## src/rtl/decode_fetch_queue_if.sv

```systemverilog
// decode_fetch_queue_if: fetch-side push and decode-side pop signals of the fetch/decode queue.
interface decode_fetch_queue_if #(
    parameter int XLEN  = 32,
    parameter int DEPTH = 4,
    parameter int ECW   = 4
);
    logic                     flush;
    logic                     in_valid;
    logic                     in_ready;
    logic [XLEN-1:0]          in_pc;
    logic [31:0]              in_instr;
    logic                     in_exception;
    logic [ECW-1:0]           in_ecause;
    logic [XLEN-1:0]          in_etval;
    logic                     out_valid;
    logic                     out_ready;
    logic [XLEN-1:0]          out_pc;
    logic [XLEN-1:0]          out_npc;
    logic [31:0]              out_instr;
    logic                     out_exception;
    logic [ECW-1:0]           out_ecause;
    logic [XLEN-1:0]          out_etval;
    logic [$clog2(DEPTH):0]   count;
    logic                     almost_full;

    modport slave (
        input  flush, in_valid, in_pc, in_instr, in_exception, in_ecause, in_etval, out_ready,
        output in_ready, out_valid, out_pc, out_npc, out_instr, out_exception, out_ecause,
               out_etval, count, almost_full
    );

    modport master (
        output flush, in_valid, in_pc, in_instr, in_exception, in_ecause, in_etval, out_ready,
        input  in_ready, out_valid, out_pc, out_npc, out_instr, out_exception, out_ecause,
               out_etval, count, almost_full
    );
endinterface

```

## src/rtl/decode_fetch_queue.sv

```systemverilog
// decode_fetch_queue: DEPTH-entry fetch-to-decode FIFO with flush, next-pc and fault hold.
module decode_fetch_queue #(
    parameter int XLEN     = 32,
    parameter int DEPTH    = 4,
    parameter int ECW      = 4,
    parameter int AF_LEVEL = 3
) (
    input  logic                 clk,
    input  logic                 rst,
    decode_fetch_queue_if.slave  bus
);
    localparam int AW = $clog2(DEPTH);
    localparam int CW = AW + 1;

    typedef enum logic {RUN, HOLD} state_e;

    logic [XLEN-1:0] pc_q     [DEPTH];
    logic [31:0]     instr_q  [DEPTH];
    logic            exc_q    [DEPTH];
    logic [ECW-1:0]  ecause_q [DEPTH];
    logic [XLEN-1:0] etval_q  [DEPTH];
    logic [AW-1:0]   rd_ptr_q, rd_ptr_d, wr_ptr_q, wr_ptr_d;
    logic [CW-1:0]   count_q, count_d;
    state_e          state_q, state_d;
    logic            push, pop;

    assign bus.in_ready      = (count_q < CW'(DEPTH)) & (state_q == RUN);
    assign bus.out_valid     = count_q != '0;
    assign bus.out_pc        = pc_q[rd_ptr_q];
    assign bus.out_instr     = instr_q[rd_ptr_q];
    assign bus.out_exception = exc_q[rd_ptr_q];
    assign bus.out_ecause    = ecause_q[rd_ptr_q];
    assign bus.out_etval     = etval_q[rd_ptr_q];
    assign bus.out_npc       = pc_q[rd_ptr_q] + ((instr_q[rd_ptr_q][1:0] == 2'b11) ? XLEN'(4) : XLEN'(2));
    assign bus.count         = count_q;
    assign bus.almost_full   = count_q >= CW'(AF_LEVEL);

    // A faulting push parks the queue in HOLD until a redirect flushes it.
    always_comb begin
        push     = bus.in_valid & bus.in_ready;
        pop      = bus.out_valid & bus.out_ready;
        rd_ptr_d = bus.flush ? '0 : rd_ptr_q + AW'(pop);
        wr_ptr_d = bus.flush ? '0 : wr_ptr_q + AW'(push);
        count_d  = bus.flush ? '0 : count_q + CW'(push) - CW'(pop);
        state_d  = bus.flush ? RUN : (push & bus.in_exception) ? HOLD : state_q;
    end

    always_ff @(posedge clk or negedge rst) begin
        if (!rst) begin
            rd_ptr_q <= '0;
            wr_ptr_q <= '0;
            count_q  <= '0;
            state_q  <= RUN;
            for (int i = 0; i < DEPTH; i++) begin
                pc_q[i]     <= '0;
                instr_q[i]  <= '0;
                exc_q[i]    <= 1'b0;
                ecause_q[i] <= '0;
                etval_q[i]  <= '0;
            end
        end else begin
            rd_ptr_q <= rd_ptr_d;
            wr_ptr_q <= wr_ptr_d;
            count_q  <= count_d;
            state_q  <= state_d;
            if (push & ~bus.flush) begin
                pc_q[wr_ptr_q]     <= bus.in_pc;
                instr_q[wr_ptr_q]  <= bus.in_instr;
                exc_q[wr_ptr_q]    <= bus.in_exception;
                ecause_q[wr_ptr_q] <= bus.in_ecause;
                etval_q[wr_ptr_q]  <= bus.in_etval;
            end
        end
    end
endmodule
```

## src/flat_wrapper.sv

```systemverilog
// flat-port wrapper written by rule: the top's interface ports become plain ports
module decode_fetch_queue_flat 
#(
    parameter int XLEN     = 32,
    parameter int DEPTH    = 4,
    parameter int ECW      = 4,
    parameter int AF_LEVEL = 3
)
  (clk, rst, bus_flush, bus_in_valid, bus_in_pc, bus_in_instr, bus_in_exception, bus_in_ecause, bus_in_etval, bus_out_ready, bus_in_ready, bus_out_valid, bus_out_pc, bus_out_npc, bus_out_instr, bus_out_exception, bus_out_ecause, bus_out_etval, bus_count, bus_almost_full);
  decode_fetch_queue_if #(.XLEN(XLEN), .DEPTH(DEPTH), .ECW(ECW)) bus_i ();
  input  logic clk;
  input  logic rst;
  input wire logic [$bits(bus_i.flush)-1:0] bus_flush;
  input wire logic [$bits(bus_i.in_valid)-1:0] bus_in_valid;
  input wire logic [$bits(bus_i.in_pc)-1:0] bus_in_pc;
  input wire logic [$bits(bus_i.in_instr)-1:0] bus_in_instr;
  input wire logic [$bits(bus_i.in_exception)-1:0] bus_in_exception;
  input wire logic [$bits(bus_i.in_ecause)-1:0] bus_in_ecause;
  input wire logic [$bits(bus_i.in_etval)-1:0] bus_in_etval;
  input wire logic [$bits(bus_i.out_ready)-1:0] bus_out_ready;
  output wire logic [$bits(bus_i.in_ready)-1:0] bus_in_ready;
  output wire logic [$bits(bus_i.out_valid)-1:0] bus_out_valid;
  output wire logic [$bits(bus_i.out_pc)-1:0] bus_out_pc;
  output wire logic [$bits(bus_i.out_npc)-1:0] bus_out_npc;
  output wire logic [$bits(bus_i.out_instr)-1:0] bus_out_instr;
  output wire logic [$bits(bus_i.out_exception)-1:0] bus_out_exception;
  output wire logic [$bits(bus_i.out_ecause)-1:0] bus_out_ecause;
  output wire logic [$bits(bus_i.out_etval)-1:0] bus_out_etval;
  output wire logic [$bits(bus_i.count)-1:0] bus_count;
  output wire logic [$bits(bus_i.almost_full)-1:0] bus_almost_full;
  assign bus_i.flush = bus_flush;
  assign bus_i.in_valid = bus_in_valid;
  assign bus_i.in_pc = bus_in_pc;
  assign bus_i.in_instr = bus_in_instr;
  assign bus_i.in_exception = bus_in_exception;
  assign bus_i.in_ecause = bus_in_ecause;
  assign bus_i.in_etval = bus_in_etval;
  assign bus_i.out_ready = bus_out_ready;
  assign bus_in_ready = bus_i.in_ready;
  assign bus_out_valid = bus_i.out_valid;
  assign bus_out_pc = bus_i.out_pc;
  assign bus_out_npc = bus_i.out_npc;
  assign bus_out_instr = bus_i.out_instr;
  assign bus_out_exception = bus_i.out_exception;
  assign bus_out_ecause = bus_i.out_ecause;
  assign bus_out_etval = bus_i.out_etval;
  assign bus_count = bus_i.count;
  assign bus_almost_full = bus_i.almost_full;
  decode_fetch_queue #(.XLEN(XLEN), .DEPTH(DEPTH), .ECW(ECW), .AF_LEVEL(AF_LEVEL)) u_core (.clk(clk), .rst(rst), .bus(bus_i));
endmodule
```

## config.mk

```make
export PLATFORM = sky130hd
export DESIGN_NAME = decode_fetch_queue_flat
export DESIGN_NICKNAME = d
export VERILOG_FILES = /design/src/rtl/decode_fetch_queue_if.sv /design/src/rtl/decode_fetch_queue.sv /design/src/flat_wrapper.sv
export SDC_FILE = /design/constraint.sdc
export NUM_CORES = 1
export LEC_CHECK = 0
export ABC_CLOCK_PERIOD_IN_PS = 3350
export CORE_MARGIN = 2
export CORE_UTILIZATION = 50
export DETAILED_ROUTE_END_ITERATION = 7
export PLACE_DENSITY = 0.78
export SETUP_SLACK_MARGIN = 0.4
export SYNTH_ARGS = -nofsm -noshare
export SYNTH_HDL_FRONTEND = slang
export SYNTH_SLANG_ARGS = --single-unit
```

## constraint.sdc

```tcl
create_clock -name clk -period 3.35 [get_ports clk]
set_input_delay 0.67 -clock clk [delete_from_list [all_inputs] [get_ports clk]]
set_output_delay 0.67 -clock clk [all_outputs]
set_load 0.03 [all_outputs]
```

==> qor.yml <==
run_status:
  status: "complete, but fails checks"
  violations: "negative setup slack"
routing:
  first_iter_violations: 470
  via_per_inst: 5.62
  drt-pass1-iter-count: 4
  vias: 11000
  postRouteAntennaNets: 0
  drc: 0
  routed_wl_mm: 43.4
  wl_per_cell_um: 22.1
floorplanning:
  dieArea_um2: 38500
  die_w_um: 196
  chipHeight_um: 196
  rows: 70
  io_pins: 245
  core_um2: 36500
  start_util_pct: 50.5
pwr:
  p_leak_nw: 11.1
  power.internal_mw: 16.8
  p_sw_mw: 9.69
  power_density_nw_per_um2: 1070
  power_switching_share_pct: 36.6
  seq_power_share_pct: 29.5
  ir_drop_mv: 0.567
  power.share.clock_pct: 17.7
  combPwrFrac_pct: 52.9
synth:
  synthCells: 1110
  yosys.area.top_type_share_pct: 55.9
  synth_top_area_cell: "dfrtp_1"
  synth.area.mux_share_pct: 37.1
  netlist_area_um2: 18500
  synthSimpleGateAreaFrac_pct: 2.71
  synth_compound_area_share_pct: 0.0949
  synth_top_family_by_area: "multiplexers"
  synth-seq-cells: 412
  yosys_warnings: 0
  synthAdderAreaFrac_pct: 0.692
  synth_nets: 1225
  synth_cell_types: 41
  syn_area_per_cell_um2: 16.6
  synth-edff-count: 0
  synth_xor_area_share_pct: 1.52
  yosysMostFrequentCell: "dfrtp_1"
  yosys-top-cells-count: "412 x dfrtp_1, 404 x mux2_2, 95 x mux4_2"
  yosys-top-cells-area: "dfrtp_1 56%, mux2_2 25%, mux4_2 12%"
  yosysSeqAreaShare_pct: 55.9
  async_reset_ff_share_pct: 100
  synthFlopType: "dfrtp_1"
worst_hold_path:
  hold_path.class: "in -> async"
sta:
  fin_setup_tns_ps: -13210
  rsz0062_at_grt: "true"
  fin_crit_ps: 3960
  fin_worst_skew_ps: 12.5
  period_share_pct: 118
  setup_slack_ps: -606
  setup_viol: 29
  finalHoldViolCount: 0
  fmax_mhz: 253
  slew_headroom_pct: 55.1
  worst_pin_slew_ps: 674
  slew_viol_final: 0
setup_path:
  cp_slowest_stage_delay_ps: 560
  cp.required_ps: 2680
  critPathMaxFanout: 4
  slowest_stage: "mux4_2"
  crit_chain: "mux4_2, nand2_4, ha_4, inv_2, fa_2, nand4b_4, buf_4, nor2_2, nand4_1, xnor2_2, buf_4"
  critPathLaunchType: "flip-flop"
  crit_arrival_ps: 3290
  worstSetupPathType: "reg -> out"
  endpoint_kind: "output port"
  path_common_cell: "buf_4"
finish:
  final_layout_size_suffix_gt1_share_pct: 60.5
  area_growth_syn_to_layout_pct: 33.7
  nNetsFinal: 1573
  multi_input_area_um2: 8350
  fillerInstances: 2462
  seqCellArea_um2: 10300
  finish.utilization_pct: 67.6
  instances_no_fill: 1959
global_routing:
  antenna_found_initial: 4
  first_global_vias: 12100
  grt_start_max_net_pins: 87
  grt_pass1_wl_mm: 68.0
  grt_util_all_layers_pct: 22.6
  grt_overflow: 0
placement:
  dp_slack_ps: -43.6
  placement.io_buffers: 244
  gp_congestion: 0.747
  dp_hpwl_mm: 27.3
  placed_cells: 1823
clock_network:
  cts_tree: "yes"
  clock_path_buffers: 3
  clockRootBuffer: "clkbuf_16"
  h-tree-depth: 2
  cts.sinks: 412
  holdBufCountCts: 0
  cts.clk_slew.worst_paths_ps: 60
  insertion_delay_ps: 540
  numCtsBuffers: 44
job:
  cap_viol_max_count: 0
path summary, 6_finish.rpt:
check                                                   start                               to  slack, ps  cells after the start
max in group asynchronous                                 rst  u_core.instr_q[113]$_DFFE_PN0P_       2290                      2
worst max register to register  u_core.bus.count[1]$_DFF_PN0_    u_core.bus.count[2]$_DFF_PN0_       1060                      9
worst min-delay path                                      rst   u_core.etval_q[68]$_DFFE_PN0P_        130                      1
min in group clk                   u_core.state_q$_DFFE_PN0P_       u_core.state_q$_DFFE_PN0P_        490                      2
worst min register to register     u_core.state_q$_DFFE_PN0P_       u_core.state_q$_DFFE_PN0P_        490                      2
worst max-delay path             u_core.rd_ptr_q[0]$_DFF_PN0_                  bus_out_npc[13]       -610                     11
through the flow:
step / hold slack, ps / total power, mW / instance area (µm²)
2_1_floorplan: 374 / 15.9 / 18900
3_5_place_dp: 485 / 20.5 / 22300
6_report: 128 / 26.5 / 24700
4_1_cts: 138 / 25.1 / 23900
3_3_place_gp: 480 / 20.2 / 22300
5_1_grt: 159 / 27.7 / 24700
placed cells by master (no fill, tap or decap), drive strengths merged, types with 2 or more instances in the layout:
| cell | instances |
|---|---|
| nand4 | 11 |
| clkbuf | 79 |
| nand2 | 12 |
| dlygate4sd2 | 2 |
| xnor2 | 26 |
| fa | 2 |
| nor2 | 16 |
| nor2b | 3 |
| dfrtp | 412 |
| clkinv | 6 |
| diode | 2 |
| nand3 | 10 |
| clkdlybuf4s15 | 13 |
| xor2 | 6 |
| and4 | 4 |
| mux4 | 101 |
| ha | 7 |
| and3 | 3 |
| inv | 13 |
| clkdlybuf4s50 | 110 |
| buf | 233 |
| nand3b | 2 |
| mux2 | 404 |
| and2 | 4 |
repair_timing:
item / 4_1_cts / 5_1_grt
pin swaps: 15 / 15
setup buffers: 23 / 27
cloned: 4 / 3
gates resized for setup: 423 / 297
setup endpoints to repair: 132 / 125
critical path: cells and delay by family, from the launching register on:
kind | cells | cell delay (ps)
buffers and inverters | 3 | 400
adder cells (fa/ha/maj) | 2 | 500
AND/OR/NAND/NOR | 4 | 650
multiplexers | 1 | 560
flip-flops | 1 | 460
XOR/XNOR | 1 | 160
routing by layer:
layer / share of wire, % / wire, µm / track usage, %
met1: 43 / 18900 / 31.0
met2: 50 / 21500 / 37.2
met3: 4.8 / 2080 / 4.64
met4: 2.1 / 932 / 6.37
met5: 0.053 / 23 / 0
logic make-up (layout without fill, tap and decap cells):
logic type                 count (synthesis)  in the layout
and+or+nand+nor                           70             71
buffers and inverters                     79            457
AOI/OAI and AO/OA                          3              3
DFF                                      412            412
muxes                                    505            505
other                                      0              2
xor gates and xnor gates                  32             32
adders and majority gates                  9              9
sequential cells by signal, summed over array words and instances, names as in the netlist:
register	cells
u_core.etval_q	128
u_core.instr_q	128
u_core.pc_q	128
u_core.ecause_q	16
u_core.exc_q	4
u_core.bus.count	3
u_core.rd_ptr_q	2
u_core.wr_ptr_q	2
u_core.state_q	1
cell type report:
class                           count  share of cell area (%)
Timing Repair Buffer              370                    16.1
Antenna cell                        2                  0.0203
Clock buffer                       67                    5.43
Inverter                           10                   0.152
Multi-Input combinational cell    620                    33.9
Tap cell                          468                    2.37
Sequential cell                   412                    41.8
Clock inverter                     10                   0.259
power by group through the flow:
| stage | Clock, mW | Combinational (mW) | Sequential, mW |
|---|---|---|---|
| finish | 4.67 | 14.0 | 7.81 |
| global route | 5.00 | 14.7 | 8.01 |
| CTS | 4.77 | 12.6 | 7.78 |
| detailed placement | 0 | 12.7 | 7.84 |
| global placement | 0 | 12.5 | 7.72 |
| floorplan | 0 | 8.36 | 7.51 |
No activity file was read; power rests on OpenSTA's default activity.
